$ cat src/rtl/mc_ctrl_pkg.sv
// mc_ctrl_pkg: shared encodings for the multi-cycle controller.
// Opcodes, function codes, ALU ops, ALU B-source selects and FSM states.
package mc_ctrl_pkg;

  typedef enum logic [3:0] {
    S_FETCH   = 4'd0,
    S_DECODE  = 4'd1,
    S_EX_ALU  = 4'd2,
    S_EX_ADDR = 4'd3,
    S_EX_BR   = 4'd4,
    S_EX_JMP  = 4'd5,
    S_MEM_RD  = 4'd6,
    S_MEM_WR  = 4'd7,
    S_WB_ALU  = 4'd8,
    S_WB_LW   = 4'd9,
    S_HALT    = 4'd10,
    S_ILLEGAL = 4'd11
  } state_t;

  typedef enum logic [2:0] {
    C_ALU,
    C_MEM,
    C_BR,
    C_JMP,
    C_HALT,
    C_ILL
  } iclass_t;

  localparam logic [3:0] OP_SHIFT = 4'b0000;
  localparam logic [3:0] OP_LW    = 4'b0001;
  localparam logic [3:0] OP_SW    = 4'b0010;
  localparam logic [3:0] OP_BEQ   = 4'b0011;
  localparam logic [3:0] OP_BNQ   = 4'b0100;
  localparam logic [3:0] OP_JMP   = 4'b0101;
  localparam logic [3:0] OP_OR    = 4'b0110;
  localparam logic [3:0] OP_ORI   = 4'b0111;
  localparam logic [3:0] OP_ADD   = 4'b1000;
  localparam logic [3:0] OP_ADDI1 = 4'b1001;
  localparam logic [3:0] OP_ADDI2 = 4'b1010;
  localparam logic [3:0] OP_NAND  = 4'b1011;
  localparam logic [3:0] OP_NANDI = 4'b1100;
  localparam logic [3:0] OP_SUB   = 4'b1101;
  localparam logic [3:0] OP_SUBI1 = 4'b1110;
  localparam logic [3:0] OP_SUBI2 = 4'b1111;

  localparam logic [3:0] FN_HALT = 4'd0;
  localparam logic [3:0] FN_SLL  = 4'd1;
  localparam logic [3:0] FN_SRL  = 4'd2;
  localparam logic [3:0] FN_SRA  = 4'd3;

  localparam logic [2:0] ALU_ADD  = 3'b000;
  localparam logic [2:0] ALU_SUB  = 3'b001;
  localparam logic [2:0] ALU_NAND = 3'b010;
  localparam logic [2:0] ALU_SLL  = 3'b011;
  localparam logic [2:0] ALU_SRL  = 3'b100;
  localparam logic [2:0] ALU_OR   = 3'b101;
  localparam logic [2:0] ALU_SRA  = 3'b110;

  localparam logic [2:0] SRCB_REG = 3'b000;
  localparam logic [2:0] SRCB_ONE = 3'b001;
  localparam logic [2:0] SRCB_IMM = 3'b010;
  localparam logic [2:0] SRCB_MEM = 3'b011;
  localparam logic [2:0] SRCB_JMP = 3'b100;

  localparam logic [1:0] R1_RS   = 2'b00;
  localparam logic [1:0] R1_RD   = 2'b01;
  localparam logic [1:0] R1_BASE = 2'b10;

endpackage

$ cat src/rtl/mc_controller.sv
// mc_controller: Moore FSM control unit for a multi-cycle datapath.
// In: clk, rst (sync, high), opcode, func_field, mem_ready.
// Out: datapath selects/enables, halted (level), illegal_op (pulse).
module mc_controller
  import mc_ctrl_pkg::*;
#(
  parameter int unsigned OPC_W       = 4,
  parameter int unsigned FUNC_W      = 4,
  parameter bit          MEM_WAIT_EN = 1'b1
) (
  input  logic              clk,
  input  logic              rst,
  input  logic [OPC_W-1:0]  opcode,
  input  logic [FUNC_W-1:0] func_field,
  input  logic              mem_ready,
  output logic [1:0]        pc_src,
  output logic [2:0]        alu_op,
  output logic              sign_extend,
  output logic              alu_src_a,
  output logic [2:0]        alu_src_b,
  output logic [1:0]        read_r1,
  output logic              read_r2,
  output logic              reg_write_dst,
  output logic              mem_to_reg,
  output logic              pc_beq_cond,
  output logic              pc_bnq_cond,
  output logic              pc_write,
  output logic              mem_write,
  output logic              mem_read,
  output logic              ir_write,
  output logic              reg_write,
  output logic              halted,
  output logic              illegal_op
);

  state_t              state_q, state_d;
  logic [OPC_W-1:0]    opc_q, opc_d;
  logic [FUNC_W-1:0]   func_q, func_d;
  logic                mem_ok;

  assign mem_ok = !MEM_WAIT_EN || mem_ready;

  function automatic logic is_alu(input logic [OPC_W-1:0] op);
    return op inside {
      OPC_W'(OP_ADD), OPC_W'(OP_ADDI1), OPC_W'(OP_ADDI2),
      OPC_W'(OP_SUB), OPC_W'(OP_SUBI1), OPC_W'(OP_SUBI2),
      OPC_W'(OP_NAND), OPC_W'(OP_NANDI),
      OPC_W'(OP_OR), OPC_W'(OP_ORI)};
  endfunction

  function automatic logic is_imm(input logic [OPC_W-1:0] op);
    return op inside {
      OPC_W'(OP_ADDI1), OPC_W'(OP_ADDI2),
      OPC_W'(OP_SUBI1), OPC_W'(OP_SUBI2),
      OPC_W'(OP_NANDI), OPC_W'(OP_ORI)};
  endfunction

  function automatic logic is_sext(input logic [OPC_W-1:0] op);
    return op inside {
      OPC_W'(OP_ADDI1), OPC_W'(OP_SUBI1), OPC_W'(OP_ORI)};
  endfunction

  function automatic iclass_t classify(
    input logic [OPC_W-1:0]  op,
    input logic [FUNC_W-1:0] fn
  );
    iclass_t c;
    c = C_ILL;
    if (op == OPC_W'(OP_SHIFT)) begin
      // func 0 doubles as the halt instruction
      if (fn == FUNC_W'(FN_HALT))
        c = C_HALT;
      else if (fn <= FUNC_W'(FN_SRA))
        c = C_ALU;
    end else if (op == OPC_W'(OP_LW) || op == OPC_W'(OP_SW)) begin
      c = C_MEM;
    end else if (op == OPC_W'(OP_BEQ) || op == OPC_W'(OP_BNQ)) begin
      c = C_BR;
    end else if (op == OPC_W'(OP_JMP)) begin
      c = C_JMP;
    end else if (is_alu(op)) begin
      c = C_ALU;
    end
    return c;
  endfunction

  function automatic logic [2:0] alu_sel(
    input logic [OPC_W-1:0]  op,
    input logic [FUNC_W-1:0] fn
  );
    logic [2:0] a;
    a = ALU_ADD;
    if (op == OPC_W'(OP_SHIFT)) begin
      unique case (1'b1)
        fn == FUNC_W'(FN_SLL): a = ALU_SLL;
        fn == FUNC_W'(FN_SRL): a = ALU_SRL;
        fn == FUNC_W'(FN_SRA): a = ALU_SRA;
        default:               a = ALU_ADD;
      endcase
    end else begin
      unique case (1'b1)
        op inside {OPC_W'(OP_SUB), OPC_W'(OP_SUBI1),
                   OPC_W'(OP_SUBI2)}:           a = ALU_SUB;
        op inside {OPC_W'(OP_NAND),
                   OPC_W'(OP_NANDI)}:           a = ALU_NAND;
        op inside {OPC_W'(OP_OR),
                   OPC_W'(OP_ORI)}:             a = ALU_OR;
        default:                                a = ALU_ADD;
      endcase
    end
    return a;
  endfunction

  // Instruction fields are captured as DECODE ends; later states
  // must not depend on the live IR bus.
  assign opc_d  = (state_q == S_DECODE) ? opcode : opc_q;
  assign func_d = (state_q == S_DECODE) ? func_field : func_q;

  always_ff @(posedge clk) begin
    if (rst) begin
      state_q <= S_FETCH;
      opc_q   <= '0;
      func_q  <= '0;
    end else begin
      state_q <= state_d;
      opc_q   <= opc_d;
      func_q  <= func_d;
    end
  end

  always_comb begin
    state_d = state_q;
    unique case (state_q)
      S_FETCH:   if (mem_ok) state_d = S_DECODE;
      S_DECODE: begin
        unique case (classify(opcode, func_field))
          C_ALU:   state_d = S_EX_ALU;
          C_MEM:   state_d = S_EX_ADDR;
          C_BR:    state_d = S_EX_BR;
          C_JMP:   state_d = S_EX_JMP;
          C_HALT:  state_d = S_HALT;
          default: state_d = S_ILLEGAL;
        endcase
      end
      S_EX_ALU:  state_d = S_WB_ALU;
      S_EX_ADDR: state_d = (opc_q == OPC_W'(OP_LW)) ? S_MEM_RD
                                                   : S_MEM_WR;
      S_MEM_RD:  if (mem_ok) state_d = S_WB_LW;
      S_MEM_WR:  if (mem_ok) state_d = S_FETCH;
      S_HALT:    state_d = S_HALT;
      default:   state_d = S_FETCH;
    endcase
  end

  always_comb begin
    pc_src        = 2'b00;
    alu_op        = ALU_ADD;
    sign_extend   = 1'b0;
    alu_src_a     = 1'b0;
    alu_src_b     = SRCB_REG;
    read_r1       = R1_RS;
    read_r2       = 1'b0;
    reg_write_dst = 1'b0;
    mem_to_reg    = 1'b0;
    pc_beq_cond   = 1'b0;
    pc_bnq_cond   = 1'b0;
    pc_write      = 1'b0;
    mem_write     = 1'b0;
    mem_read      = 1'b0;
    ir_write      = 1'b0;
    reg_write     = 1'b0;
    halted        = 1'b0;
    illegal_op    = 1'b0;
    unique case (state_q)
      S_FETCH: begin
        mem_read  = 1'b1;
        alu_src_b = SRCB_ONE;
        // PC and IR only update on the cycle the fetch completes
        pc_write  = mem_ok;
        ir_write  = mem_ok;
      end
      S_EX_ALU: begin
        alu_src_a   = 1'b1;
        alu_op      = alu_sel(opc_q, func_q);
        sign_extend = is_sext(opc_q);
        if (is_imm(opc_q)) begin
          alu_src_b = SRCB_IMM;
          read_r1   = R1_RD;
        end
      end
      S_WB_ALU: begin
        reg_write     = 1'b1;
        reg_write_dst = 1'b1;
      end
      S_EX_ADDR: begin
        alu_src_a   = 1'b1;
        alu_src_b   = SRCB_MEM;
        sign_extend = 1'b1;
        read_r1     = R1_BASE;
        read_r2     = 1'b1;
      end
      S_MEM_RD: mem_read = 1'b1;
      S_MEM_WR: begin
        mem_write = 1'b1;
        read_r2   = 1'b1;
      end
      S_WB_LW: begin
        reg_write     = 1'b1;
        reg_write_dst = 1'b1;
        mem_to_reg    = 1'b1;
      end
      S_EX_BR: begin
        alu_op      = ALU_SUB;
        alu_src_a   = 1'b1;
        pc_beq_cond = (opc_q == OPC_W'(OP_BEQ));
        pc_bnq_cond = (opc_q == OPC_W'(OP_BNQ));
      end
      S_EX_JMP: begin
        pc_src    = 2'b01;
        alu_src_b = SRCB_JMP;
        pc_write  = 1'b1;
      end
      S_HALT:    halted = 1'b1;
      S_ILLEGAL: illegal_op = 1'b1;
      default: ;
    endcase
  end

endmodule
$ cat config.mk
export PLATFORM = sky130hd
export DESIGN_NAME = mc_controller
export DESIGN_NICKNAME = d
export VERILOG_FILES = /design/src/rtl/mc_ctrl_pkg.sv /design/src/rtl/mc_controller.sv
export SDC_FILE = /design/constraint.sdc
export NUM_CORES = 1
export LEC_CHECK = 0
export BUFFER_PORTS_ARGS = -buffer_cell sky130_fd_sc_hd__buf_2
export CORE_ASPECT_RATIO = 1.75
export CORE_UTILIZATION = 40
export CTS_CLUSTER_DIAMETER = 40
export CTS_CLUSTER_SIZE = 16
export DETAILED_ROUTE_END_ITERATION = 12
export GPL_TIMING_DRIVEN = 0
export PLACE_DENSITY = 0.77
export SLEW_MARGIN = 20
export SYNTH_ARGS = -nofsm -noshare
export SYNTH_HDL_FRONTEND = slang
export SYNTH_SLANG_ARGS = --single-unit
$ cat constraint.sdc
create_clock -name clk -period 2.4 [get_ports clk]
set_input_delay 0.12 -clock clk [delete_from_list [all_inputs] [get_ports clk]]
set_output_delay 0.12 -clock clk [all_outputs]
set_load 0.005 [all_outputs]
Word-level counts from Yosys, hierarchy flattened
Cells that the tools add are included.

Register bits after elaboration: 12. Bits in latches: 0. Bits in writable memories: 0. Bits in read-only memories: 0. Input port bits: 11. Output and inout port bits: 24. Logic and storage cells: 106. Memories kept: 0.

Add/subtract/negate cells: 0. $mul: 0. Divide/modulo/power cells: 0. $lt $le $gt $ge: 1. Equal/unequal tests: 48. Shift-type cells: 0. Mux-type cells: 36. Bitwise gates (word level): 0. Reduce and logical (&&, ||, !) cells: 18.

Operator list (count): 4-bit equality test (second input constant) (19); 4-bit by 3-bit equality test with 1-bit output (second input constant) (11); 4-bit by 2-bit equality test with 1-bit output (second input constant) (7); 4-bit case mux with 7 select lines (1); 3-bit two-way mux (9); 4-bit case mux with 5 select lines (1); 3-bit case mux with 3 select lines (2); 4-bit by 1-bit equality test with 1-bit output (second input constant) (4); 4-bit zero test (4); 1-bit two-way mux (14); 4-bit two-way mux (3); 3-bit case mux with 4 select lines (1); 10-bit nonzero test (1); 3-bit by 2-bit equality test with 1-bit output (second input constant) (2); 2-bit inequality test (second input constant) (3); 3-bit case mux with 2 select lines (1); 3-bit nonzero test (2); 6-bit nonzero test (1); 2-bit OR reduction (3); 4-bit by 2-bit less-or-equal comparator with 1-bit output (second input constant) (1); 1-bit case mux with 2 select lines (2); 2-bit case mux with 2 select lines (1); 2-bit nonzero test (2); 3-bit by 1-bit equality test with 1-bit output (second input constant) (1); 6 further kinds (7).

Logic depth before layout (Yosys ltp)
Depth in word-level cells: 11. Depth in mapped cells: 5. Mapped depth without buffers: 5.

Worst setup path after synthesis
Ideal clock, no wire load.

Path type: register to register. Start: reg opc_q[1]. End: reg state_q[0]. Setup time: 0.134 ns. Arrival: 1.324 ns. Required time: 2.266 ns. Path slack: 0.942 ns. Stages on the path, launching flop included: 6. Buffers on the path: 1. Clock period less this slack: 1.458 ns. Cells stage by stage: dfxtp_1 > buf_6 > or2_4 > or3b_1 > a221oi_2 > a211oi_1.

Longest elaborated chain between the ends: 3.

Ends and longest elaborated chain: start: declaration (line mc_controller.sv:37) `logic [OPC_W-1:0] opc_q, opc_d;`; start signal: assignment (line mc_controller.sv:126) `opc_q <= opc_d;`; 4-bit by 1-bit equality test with 1-bit output (line mc_controller.sv:146) `S_EX_ADDR: state_d = (opc_q == OPC_W'(OP_LW)) ? S_MEM_RD`; 1-bit two-way mux (line mc_controller.sv:146); 4-bit case mux with 7 select lines (line mc_controller.sv:133) `unique case (state_q)`; end signal: assignment (line mc_controller.sv:125) `state_q <= state_d;`; end: declaration (line mc_controller.sv:36) `state_t state_q, state_d;`.

Every way passes these cells. A chain may end at the register's enable or synchronous reset.

Worst setup path in the final report
Start: reg opc_q[3]. End: out alu_op[0].

Longest elaborated chain between the ends: 5. Elaborated cells on any way between the ends: 14. Those cells by class: eq/ne (7); mux (3); reduce/logical (4).

Ends and longest elaborated chain: 4-bit equality test (tied with other cells) (line mc_controller.sv:102) `op inside {OPC_W'(OP_SUB), OPC_W'(OP_SUBI1),`; 3-bit nonzero test (tied with other cells) (line mc_controller.sv:102); 3-bit case mux with 3 select lines (line mc_controller.sv:101) `unique case (1'b1)`; 3-bit two-way mux * (line mc_controller.sv:93) `if (op == OPC_W'(OP_SHIFT)) begin`; 3-bit case mux with 2 select lines * (line mc_controller.sv:174) `unique case (state_q)`; end: declaration (line mc_controller.sv:17) `output logic [2:0] alu_op,`.

Mark *: on every way between the ends. The rest lies on a longest branch, timed or not.

==> Flow_metrics.wiki <==
{| class="wikitable"
! Metric !! Value
|-
| Number of instances in the synthesized netlist || 142
|-
| DIE HEIGHT || 66.6 um
|-
| Cell with the most instances after synthesis || nand2_1
|-
| Post-route clock skew || 0.00153 ns
|-
| Detailed placement HPWL || 1.94 mm
|-
| Ys flop type || dfxtp_1
|-
| Area share of the leading cell type in the synthesized netlist || 0.252
|-
| Syn_area_per_cell || 6.72 um2
|-
| Fill cell instance count of the final layout || 232
|-
| Min Tclk post-route || 1.76 ns
|-
| Post-synthesis cell area || 955 um2
|-
| Synth-to-layout area growth || 26.3%
|-
| Synthesized netlist net count || 153
|-
| Gates resized, CTS repair || 0
|-
| Status || finished clean
|-
| Proportion of register bits with asynchronous set or reset after synthesis || 0
|-
| Critical path start-end classification || reg -> out
|-
| Area of the placeable core || 2270 um2
|-
| Fmax || 0.568 GHz
|-
| Setup bufs post-CTS || 0
|-
| Lkg Pwr || 0.000547 uW
|-
| Cell at the root of the clock tree || clkbuf_8
|-
| Setup repair after global routing missed its margin || false
|-
| Number of hold violations in the final report || 0
|-
| DRT Pass-1 Iters || 4
|-
| CTS tree || built
|-
| Data required time at the worst endpoint || 2.28 ns
|-
| Leading cell types by total area after synthesis || dfxtp_1 (25%), nand2_1 (11%), a21oi_1 (7.3%)
|-
| Die area || 2590 um2
|-
| Count of buffers inserted at the top-level ports || 33
|-
| Via count of the first global-routing pass || 921
|-
| Level count of the clock H-tree || 1
|-
| Final WL || 2.41 mm
|-
| Initial detailed-routing violation count || 35
|-
| Pins Over Slew Limit || 0
|-
| Worst vdd ir || 0.599 mV
|-
| Synth warn || 0
|-
| Top-Level Pins || 35
|-
| Average wire length per cell after detail routing || 11.8 um
|-
| Number of synthesized register bits || 12
|-
| Area used by sequential logic in the layout || 240 um2
|-
| GRT Residual Overflow || 0
|-
| Arrival time at the worst endpoint || 1.64 ns
|-
| Post-placement worst setup slack || 0.815 ns
|-
| Via total after detailed routing || 1073
|-
| Final net count || 191
|-
| Final RePlAce weighted congestion || 0.895
|-
| Final antenna diode count || 0
|-
| Multi-input combinational cell area || 632 um2
|-
| Share of the yosys chip area belonging to registers || 0.252
|-
| Initial cell density of the core || 0.420
|-
| Top cell type by total area after synthesis || dfxtp_1
|-
| Detailed-route DRC error count || 0
|-
| Layout Utilization || 0.531
|-
| First-pass GRT wire length || 3.77 mm
|-
| Max-cap violations || 0
|-
| DIE WIDTH || 38.9 um
|-
| Least setup slack across all paths after layout || 0.639 ns
|-
| Power density over the cells || 619 nW/um2
|-
| Count of nets left with antenna violations after detail routing || 0
|-
| Post-DR vias/cell || 5.26
|-
| Post-CTS Hold Fix Bufs || 0
|-
| Worst-case register-to-register setup slack || 0.81 ns
|-
| Endpoint kind of the worst setup timing path || output port
|-
| Highest fanout seen on the critical path || 10
|-
| Maximum number of buffers from clock root to sink || 2
|-
| Setup TNS Final || 0 ns
|-
| Number of rows created at floorplan || 23
|-
| Worst min-delay path category || in -> reg
|-
| Latest clock arrival within the worst-skew pair || 0.23 ns
|-
| Most common library cells after synthesis || nand2_1 (27), nor2_1 (16), a21oi_1 (14), dfxtp_1 (12)
|-
| Number of enable-type register cells in the synthesized netlist || 0
|-
| Reg clk slew, reported paths || 0.05 ns
|-
| Final count of negative-setup-slack endpoints || 0
|-
| Pin count of the biggest net entering global routing || 11
|-
| Share of post-route cells with drive strength above 1 || 0.285
|-
| GRT Util Overall || 0.195
|-
| Distinct cells, synth || 36
|-
| Antenna violations before repair || 0
|-
| Clock sink total || 12
|-
| Type of origin of the critical path || register
|-
| Share of the clock period used by the worst path after layout || 0.734
|-
| Inserted Clock Buffers || 3
|}
==> per-layer routing <==
layer	track usage	routed length (um)	vias up
met1	0.220	992	486
met2	0.373	1330	26
met4	0.0560	14	0
met5	0	0	-
met3	0	71	2
li1	-	-	559
==> stage by stage <==
stage / hold WS (ns) / cell area (um2) / cells / total power [uW]
after global placement: 0.327 / 1150 / 200 / 526
after floorplan: 0.193 / 955 / 142 / 451
after CTS: 0.0835 / 1210 / 204 / 753
final: 0.0950 / 1210 / 204 / 747
after detailed placement: 0.333 / 1150 / 200 / 537
after global routing: 0.104 / 1210 / 204 / 796
==> power breakdown <==
group,switching [uW],total (uW),leakage [uW],internal [uW]
Combinational,165,292,0.000421,127
Sequential,16.9,242,0.0000979,225
Clock,69.4,214,0.0000288,145
==> state kept, by name, indices dropped and copies added, names as in the netlist <==
signal   flops
func_q       4
opc_q        4
state_q      4
==> worst paths after layout <==
| path | from | endpoint | depth (start not counted) |
|---|---|---|---|
| setup / recovery | opc_q[3] | alu_op[0] | 6 |
| setup reg to reg | opc_q[1] | state_q[0] | 5 |
| hold reg to reg | func_q[0] | func_q[0] | 2 |
| hold / removal | rst | state_q[2] | 2 |
==> placed cells by master (no fill, tap or decap), drive strengths merged, types with 3 or more instances in the layout <==
cell	instances
nand2	27
o22ai	3
inv	3
dfxtp	12
clkbuf	9
and3	3
buf	40
nand3b	3
o21ai	4
nand2b	7
a21oi	14
a31oi	3
nor3	9
nor2	16
or2	4
==> critical path: stages, from the launching register on <==
cell and delay, ns:
dfxtp_1 0.30, clkbuf_1 0.19, nor3_1 0.29, nand4b_1 0.16, a2bb2oi_1 0.16, o21ai_0 0.16
buf_2 0.14
==> area by class of cell <==
type / instances / area share
multi-input cells: 115 / 0.524
well taps: 25 / 0.0259
clock buffers: 4 / 0.0456
repair buffers: 33 / 0.137
plain buffers: 12 / 0.0591
flip-flops and latches: 12 / 0.199
inverters: 3 / 0.00934
==> cell families (layout without fill, tap and decap cells) <==
family                 count (synthesis)  after routing  synth area share
AND/OR/NAND/NOR                       80             80             0.430
AO/OA/AOI/OAI                         32             32             0.208
buffers and inverters                 15             52            0.0865
flip-flops                            12             12             0.252
other                                  1              1           0.00393
XOR/XNOR                               1              1           0.00918
multiplexers                           1              1            0.0105
Power figures use the tool's default switching activity.
